`config.mk`:
```
export PLATFORM = sky130hd
export DESIGN_NAME = ro_measure_ctrl
export DESIGN_NICKNAME = d
export VERILOG_FILES = /design/src/rtl/ro_measure_ctrl.sv
export SDC_FILE = /design/constraint.sdc
export NUM_CORES = 1
export LEC_CHECK = 0
export BUFFER_PORTS_ARGS = -buffer_cell sky130_fd_sc_hd__buf_2
export CAP_MARGIN = 20
export CORE_ASPECT_RATIO = 0.8
export CORE_UTILIZATION = 25
export CTS_BUF_LIST = sky130_fd_sc_hd__clkbuf_4 sky130_fd_sc_hd__clkbuf_8 sky130_fd_sc_hd__clkbuf_16
export DETAILED_ROUTE_END_ITERATION = 6
export PLACE_DENSITY_LB_ADDON = 0.05
export SYNTH_ARGS = -nofsm -noshare
export SYNTH_HDL_FRONTEND = slang
export SYNTH_SLANG_ARGS = --single-unit
```
`constraint.sdc`:
```
create_clock -name clk -period 3.3 [get_ports clk]
set_clock_uncertainty 0.1 [all_clocks]
set_input_delay 0.66 -clock clk [delete_from_list [all_inputs] [get_ports clk]]
set_output_delay 0.66 -clock clk [all_outputs]
set_load 0.05 [all_outputs]
```
`src/rtl/ro_measure_ctrl.sv`:
```
// ro_measure_ctrl
// Sequencer for a ring-oscillator frequency measurement on the system clock.
// On start: enable the ring, wait SETTLE_CYCLES, count synchronized rising
// edges of the divided ring output over window_len clk cycles, stop the ring
// and hold the result for parallel read or MSB-first serial shift-out.
//
// Ports:
//   clk        system clock, all state on its rising edge
//   reset      synchronous active-high reset
//   start      single-cycle request, accepted in IDLE or DONE
//   window_len measurement window in clk cycles, latched on accepted start
//   ro_div_in  divided ring clock, asynchronous to clk
//   shift      shift-out enable (one bit per cycle), honoured in DONE only
//   ro_ena     registered ring enable
//   busy       registered, high in SETTLE and MEASURE
//   done       registered, high in DONE
//   count      result register, shifts left during readout
//   overflow   registered, set if the counter saturated during MEASURE
//   shift_out  count MSB
module ro_measure_ctrl #(
   parameter int SETTLE_CYCLES = 16,
   parameter int WINDOW_BITS   = 16,
   parameter int COUNT_BITS    = 16
) (
   input  logic                   clk,
   input  logic                   reset,
   input  logic                   start,
   input  logic [WINDOW_BITS-1:0] window_len,
   input  logic                   ro_div_in,
   input  logic                   shift,
   output logic                   ro_ena,
   output logic                   busy,
   output logic                   done,
   output logic [COUNT_BITS-1:0]  count,
   output logic                   overflow,
   output logic                   shift_out
);

   // One timer is shared by SETTLE and MEASURE; wide enough for either load.
   localparam int SETTLE_BITS = $clog2(SETTLE_CYCLES) + 1;
   localparam int TW = (WINDOW_BITS > SETTLE_BITS) ? WINDOW_BITS : SETTLE_BITS;
   localparam logic [TW-1:0] SETTLE_LOAD = TW'(SETTLE_CYCLES - 1);

   typedef enum logic [1:0] {
      ST_IDLE    = 2'd0,
      ST_SETTLE  = 2'd1,
      ST_MEASURE = 2'd2,
      ST_DONE    = 2'd3
   } state_t;

   state_t                 state;
   logic [TW-1:0]          timer;
   logic [WINDOW_BITS-1:0] win_len;
   logic                   s1, s2, s3;
   logic                   ro_edge;

   assign ro_edge   = s2 & ~s3;
   assign shift_out = count[COUNT_BITS-1];

   always_ff @(posedge clk) begin
      if (reset) begin
         state    <= ST_IDLE;
         timer    <= '0;
         win_len  <= '0;
         s1       <= 1'b0;
         s2       <= 1'b0;
         s3       <= 1'b0;
         ro_ena   <= 1'b0;
         busy     <= 1'b0;
         done     <= 1'b0;
         count    <= '0;
         overflow <= 1'b0;
      end else begin
         s1 <= ro_div_in;
         s2 <= s1;
         s3 <= s2;

         case (state)
            ST_IDLE, ST_DONE: begin
               // start takes priority over shift in DONE
               if (start) begin
                  state    <= ST_SETTLE;
                  win_len  <= window_len;
                  count    <= '0;
                  overflow <= 1'b0;
                  timer    <= SETTLE_LOAD;
                  ro_ena   <= 1'b1;
                  busy     <= 1'b1;
                  done     <= 1'b0;
               end else if (state == ST_DONE && shift) begin
                  count <= {count[COUNT_BITS-2:0], 1'b0};
               end
            end

            ST_SETTLE: begin
               if (timer == '0) begin
                  if (win_len == '0) begin
                     state  <= ST_DONE;
                     ro_ena <= 1'b0;
                     busy   <= 1'b0;
                     done   <= 1'b1;
                  end else begin
                     state <= ST_MEASURE;
                     timer <= TW'(win_len);
                  end
               end else begin
                  timer <= timer - TW'(1);
               end
            end

            ST_MEASURE: begin
               if (ro_edge) begin
                  if (count == '1) overflow <= 1'b1;
                  else             count    <= count + COUNT_BITS'(1);
               end
               timer <= timer - TW'(1);
               if (timer == TW'(1)) begin
                  state  <= ST_DONE;
                  ro_ena <= 1'b0;
                  busy   <= 1'b0;
                  done   <= 1'b1;
               end
            end

            default: state <= ST_IDLE;
         endcase
      end
   end

endmodule

```
==> flow_summary.yaml, run 1 <==
hold_path:
  hold_path.class: "register to register"
placement:
  placedInstanceArea_sq_mm: 0.00345
  port_buffers: 41
  dp.cells: 575
  dpl.hpwl_um: 6850
  place_congestion: 0.760
power_and_ir_drop:
  p_int_uw: 1730
  combPwrFrac_pct: 54.9
  power.total_uw: 3380
  ir_worst_vdd_uv: 293
  seqPwrFrac_pct: 28.9
  pwr_density_cell_mw_per_mm2: 941
  switching_share_pct: 48.9
  power_switching_uw: 1650
  pwr-share-clk_pct: 16.2
  leakage_uw: 0.00134
timing:
  timing.final.crit_period_ns: 2.82
  final.period_utilization_pct: 85.5
  whs_ns: 0.347
  setup_viol: 0
  fmax_mhz: 355
  hold_violations: 0
  relSlewSlack_pct: 47.7
  slew_viol_final: 0
  rsz0062_at_grt: "false"
  tns_ns: 0
  worst_pin_slew_ns: 0.775
cts:
  cts_tree: "done"
  clkSinkCount: 56
  worstSkewPairLatency_ns: 0.30
  post-cts-setup-buffers: 0
  path_clk_slew_ns: 0.08
  numCtsBuffers: 5
  cts.hold.buffers_added: 0
  clock_path_buffers: 2
  cts_htree_levels: 2
  ctsResizeCount: 0
  cts_root_buffer: "clkbuf_16"
global_routing:
  grt_max_degree: 40
  grt_pass1_wl_um: 16000
  grt.total_usage_pct: 15.9
  antenna_found_initial: 0
  grt_pass1_vias: 2843
  gr-total-overflow: 0
flow_run:
  drv_cap: 0
critical_path:
  arrival_ns: 2.90
  worst-setup-path-type: "register to register"
  r2r_setup_slack_ns: 0.48
  startpoint_type: "register"
  endpoint_kind: "register"
  required_ns: 3.38
  path_max_fanout: 14
synth:
  netlist_area_sq_mm: 0.00312
  synth_flop_cell: "dfxtp_1"
  synth_edf_count: 0
  async_reset_ff_share_pct: 0
  ys_warn_count: 0
  synth_seq_cells: 56
  syn-num-nets: 427
  seq_area_frac_synth_pct: 36.0
  synth_area_per_cell_sq_um: 7.81
  syn_inst: 399
  synthDistinctLibCells: 60
cells_and_area:
  n_antenna_cell: 0
  area_growth_pct: 15.4
  final_cell_mix: "nand2_1, dfxtp_1, buf_2"
  fin_cells: 583
  drive_gt1_share_pct: 16.5
  final_nets: 458
  layout.cells.most_common: "nand2_1"
  final_area_sq_mm: 0.00359
run_status:
  status: "finished, final reports clean"
floorplan:
  placementRows: 36
  die_area_sq_mm: 0.0129
  die_w_um: 127
  die_h_um: 102
  start_util_pct: 25.6
  coreArea_sq_mm: 0.0122
  num_io_pins: 42
routing:
  drtPass1Iterations: 5
  antenna_left: 0
  num_vias: 3024
  drt_wl_total_um: 9610
  drcViolationCount: 0
  drt_iter0_markers: 244
  viasPerCell: 5.19
  avgRoutedWirePerCell_um: 16.5
-- layout make-up --
class,instances,area [sq um]
clock buffers,5,125
repair buffers,50,273
flip-flops and latches,56,1120
clock inverters,3,18.8
fillers,1342,8570
inverters,16,60.1
well taps,152,190
multi-input cells,301,1810
-- cells in the mapped netlist (7+ instances only) --
cell type	count	share of area, %
a21oi_1	30	4.8
a32oi_1	7	2.0
nor2_1	28	3.4
a22oi_1	7	1.7
nor4_1	9	1.8
inv_1	16	1.9
a31oi_1	7	1.4
ha_1	7	2.8
nand2_1	71	8.6
clkbuf_1	18	2.2
nand3_1	13	2.1
o21ai_0	31	5.0
dfxtp_1	56	36
-- final timing paths --
kind | cells past startpoint | start | endpoint
min reg2reg | 1 | s1 | s2
max | 9 | state[0] | count[2]
min | 1 | s1 | s2
max reg2reg | 9 | state[0] | count[2]
-- cells by family after synthesis --
| kind of cell | count (synthesis) | synth area share, % |
|---|---|---|
| and+or+nand+nor | 162 | 25.6 |
| AOI/OAI and AO/OA | 124 | 27.2 |
| DFF | 56 | 36.0 |
| buffers and inverters | 42 | 6.02 |
| adders and majority gates | 7 | 2.81 |
| xor gates and xnor gates | 6 | 1.69 |
| muxes | 2 | 0.683 |
-- registers in the layout, summed over array words and instances (netlist names) --
signal,flops
busy,1
count,16
done,1
overflow,1
s1,1
s2,1
s3,1
state,2
timer,16
win_len,16
-- critical path, stage by stage (launching register included) --
cell	delay [ns]
dfxtp_1	0.38
inv_1	0.06
ha_1	0.41
nor2b_1	0.25
a221oi_2	0.45
o21a_1	0.50
buf_4	0.26
o21ai_0	0.10
a22oi_1	0.14
nor2_1	0.05
-- routing by layer --
| metal | share of wire, % | vias to the layer above | global-route usage (%) | wire (um) |
|---|---|---|---|---|
| met3 | 6.1 | 8 | 3.19 | 588 |
| met2 | 38 | 81 | 21.8 | 3670 |
| met5 | 0 | - | 0 | 0 |
| li1 | - | 1528 | - | - |
| met4 | 0.83 | 0 | 3.30 | 80 |
| met1 | 55 | 1407 | 25.1 | 5270 |
-- metrics by stage --
stage / utilization (%) / setup WS, ns
final: 29.6 / 0.480
after global routing: 29.6 / 0.242
after CTS: 29.6 / 0.466
after detailed placement: 28.4 / 0.471
after global placement: 28.4 / 0.574
after floorplan: - / 0.686
-- power by group through the flow --
stage               Sequential (uW)  Combinational [uW]  Clock (uW)
detailed placement              995                1850           0
CTS                             978                1860         571
global placement                992                1880           0
global route                   1000                2070         594
finish                          978                1860         548
floorplan                      1060                1360           0
Note: power is estimated with default switching activity, not from simulation.
==> inputs of run 2 (changes only) <==
--- a/config.mk
+++ b/config.mk
@@ -11,7 +11,7 @@
 export CORE_UTILIZATION = 25
 export CTS_BUF_LIST = sky130_fd_sc_hd__clkbuf_4 sky130_fd_sc_hd__clkbuf_8 sky130_fd_sc_hd__clkbuf_16
 export DETAILED_ROUTE_END_ITERATION = 6
-export PLACE_DENSITY_LB_ADDON = 0.05
+export PLACE_DENSITY = 0.51
 export SYNTH_ARGS = -nofsm -noshare
 export SYNTH_HDL_FRONTEND = slang
 export SYNTH_SLANG_ARGS = --single-unit
==> constraint.sdc (replaced) <==
create_clock -name clk -period 3.5 [get_ports clk]
set_clock_uncertainty 0.1 [all_clocks]
set_input_delay 0.7 -clock clk [delete_from_list [all_inputs] [get_ports clk]]
set_output_delay 0.7 -clock clk [all_outputs]
set_load 0.05 [all_outputs]
==> flow_summary.yaml, run 2 (synthesis gave the netlist of run 1 again) <==
run_status:
  status: "finished, final reports clean"
critical_path:
  cp_common_cell: "o21ai_0"
  startpoint_type: "register"
  required_ns: 3.54
  arrival_ns: 2.86
  path_max_fanout: 13
  cp_slowest_stage_delay_ns: 0.85
  r2r_end: "timer[6]"
  r2r_setup_slack_ns: 0.68
  r2r-start: "timer[2]"
  worstPathCellList: "nor4_4 > buf_4 > and3_1 > nand3_4 > o21ai_0 > o21ai_0"
  crit_start: "timer[2]"
  rr_worst_depth: 6
  worst-setup-path-type: "register to register"
  slowest_stage: "o21ai_0"
  endpoint_kind: "register"
hold_path:
  hold_start: "s1"
  whs_endpoint: "s2"
  hold_path.class: "register to register"
  holdPathStages: 1
global_routing:
  grt_pass1_vias: 2925
  grt_max_degree: 39
  gr-total-overflow: 0
  grt_pass1_wl_um: 15000
  grt.total_usage_pct: 14.4
  antenna_found_initial: 0
routing:
  viasPerCell: 5.29
  drcViolationCount: 0
  antenna_left: 0
  drtPass1Iterations: 5
  num_vias: 3083
  avgRoutedWirePerCell_um: 15.3
  drt_iter0_markers: 202
  drt_wl_total_um: 8890
timing:
  worst_pin_slew_ns: 0.996
  setup_viol: 0
  tns_ns: 0
  hold_violations: 0
  final.period_utilization_pct: 80.5
  rsz0062_at_grt: "false"
  relSlewSlack_pct: 32.9
  postLayoutSetupSlackWorst_ns: 0.684
  slew_viol_final: 0
  timing.final.crit_period_ns: 2.82
  fmax_mhz: 355
  whs_ns: 0.346
cells_and_area:
  layout.cells.most_common: "nand2_1"
  area_growth_pct: 16.3
  n_antenna_cell: 0
  reg.largest.list: "count (16), timer (16), win_len (16)"
  n_fill_cell: 1342
  post-route-util_pct: 29.8
  regArea_sq_mm: 0.00112
  multi_input_area_sq_mm: 0.00181
  drive_gt1_share_pct: 16.5
  final_nets: 458
  final_cell_mix: "nand2_1, dfxtp_1, buf_2"
floorplan:
  placementRows: 36
  start_util_pct: 25.6
  num_io_pins: 42
  die_area_sq_mm: 0.0129
  die_w_um: 127
  die_h_um: 102
  coreArea_sq_mm: 0.0122
power_and_ir_drop:
  pwr_density_cell_mw_per_mm2: 904
  ir_worst_vdd_uv: 324
  leakage_uw: 0.00135
  power.total_uw: 3270
cts:
  cts_htree_levels: 2
  clock_path_buffers: 2
  numCtsBuffers: 5
  path_clk_slew_ns: 0.08
  worstSkewPairLatency_ns: 0.30
  post-cts-setup-buffers: 0
  ctsResizeCount: 0
  clkSinkCount: 56
  cts.hold.buffers_added: 0
  cts_tree: "done"
  cts_root_buffer: "clkbuf_16"
flow_run:
  drv_cap: 0
placement:
  dpl.hpwl_um: 6430
  preCtsSetupSlack_ns: 0.718
  place_congestion: 0.794
  port_buffers: 41
-- run 2: cell count changes in the layout (fill, tap and decap cells not counted), sizes merged --
| cell | before | now |
|---|---|---|
| inv | 16 | 17 |
| clkinv | 3 | 1 |
| bufinv | 0 | 1 |
-- run 2: area by class of cell --
type | instances | share of cell area (%)
flip-flops and latches | 56 | 31.0
clock buffers | 5 | 3.45
inverters | 16 | 1.66
clock inverters | 3 | 1.28
repair buffers | 50 | 7.53
multi-input cells | 301 | 49.9
well taps | 152 | 5.25
-- run 2: where the power goes --
group / internal, uW / switching [uW]
clock: 342 / 250
sequential: 767 / 156
combinational: 608 / 1150
total: 1720 / 1560
-- run 2: stage by stage --
stage                     instances  cell area (sq um)
after floorplan                 399               3120
after global placement          575               3450
after detailed placement        575               3450
after CTS                       583               3620
after global routing            583               3620
final                           583               3620
-- run 2: how the worst max path moves through the flow --
stage	endpoint	depth (start not counted)	slack, ns
after floorplan	count[4]	7	0.89
after global placement	count[1]	7	0.79
after CTS	count[1]	8	0.70
after detailed placement	count[13]	8	0.72
final	timer[6]	6	0.68
after global routing	count[13]	8	0.45
-- run 2: per-layer routing --
metal / GRT usage, % / share of wire (%)
met5: 0 / 0
met1: 20.9 / 53
met2: 21.9 / 42
met3: 2.77 / 4.5
met4: 3.21 / 0.58
-- run 2: worst max-delay path: cells and delay by family (launching register included) --
family	cells	cell delay, ns
and+or+nand+nor	3	0.91
DFF	1	0.39
buffers and inverters	1	0.19
AOI/OAI and AO/OA	2	1.07
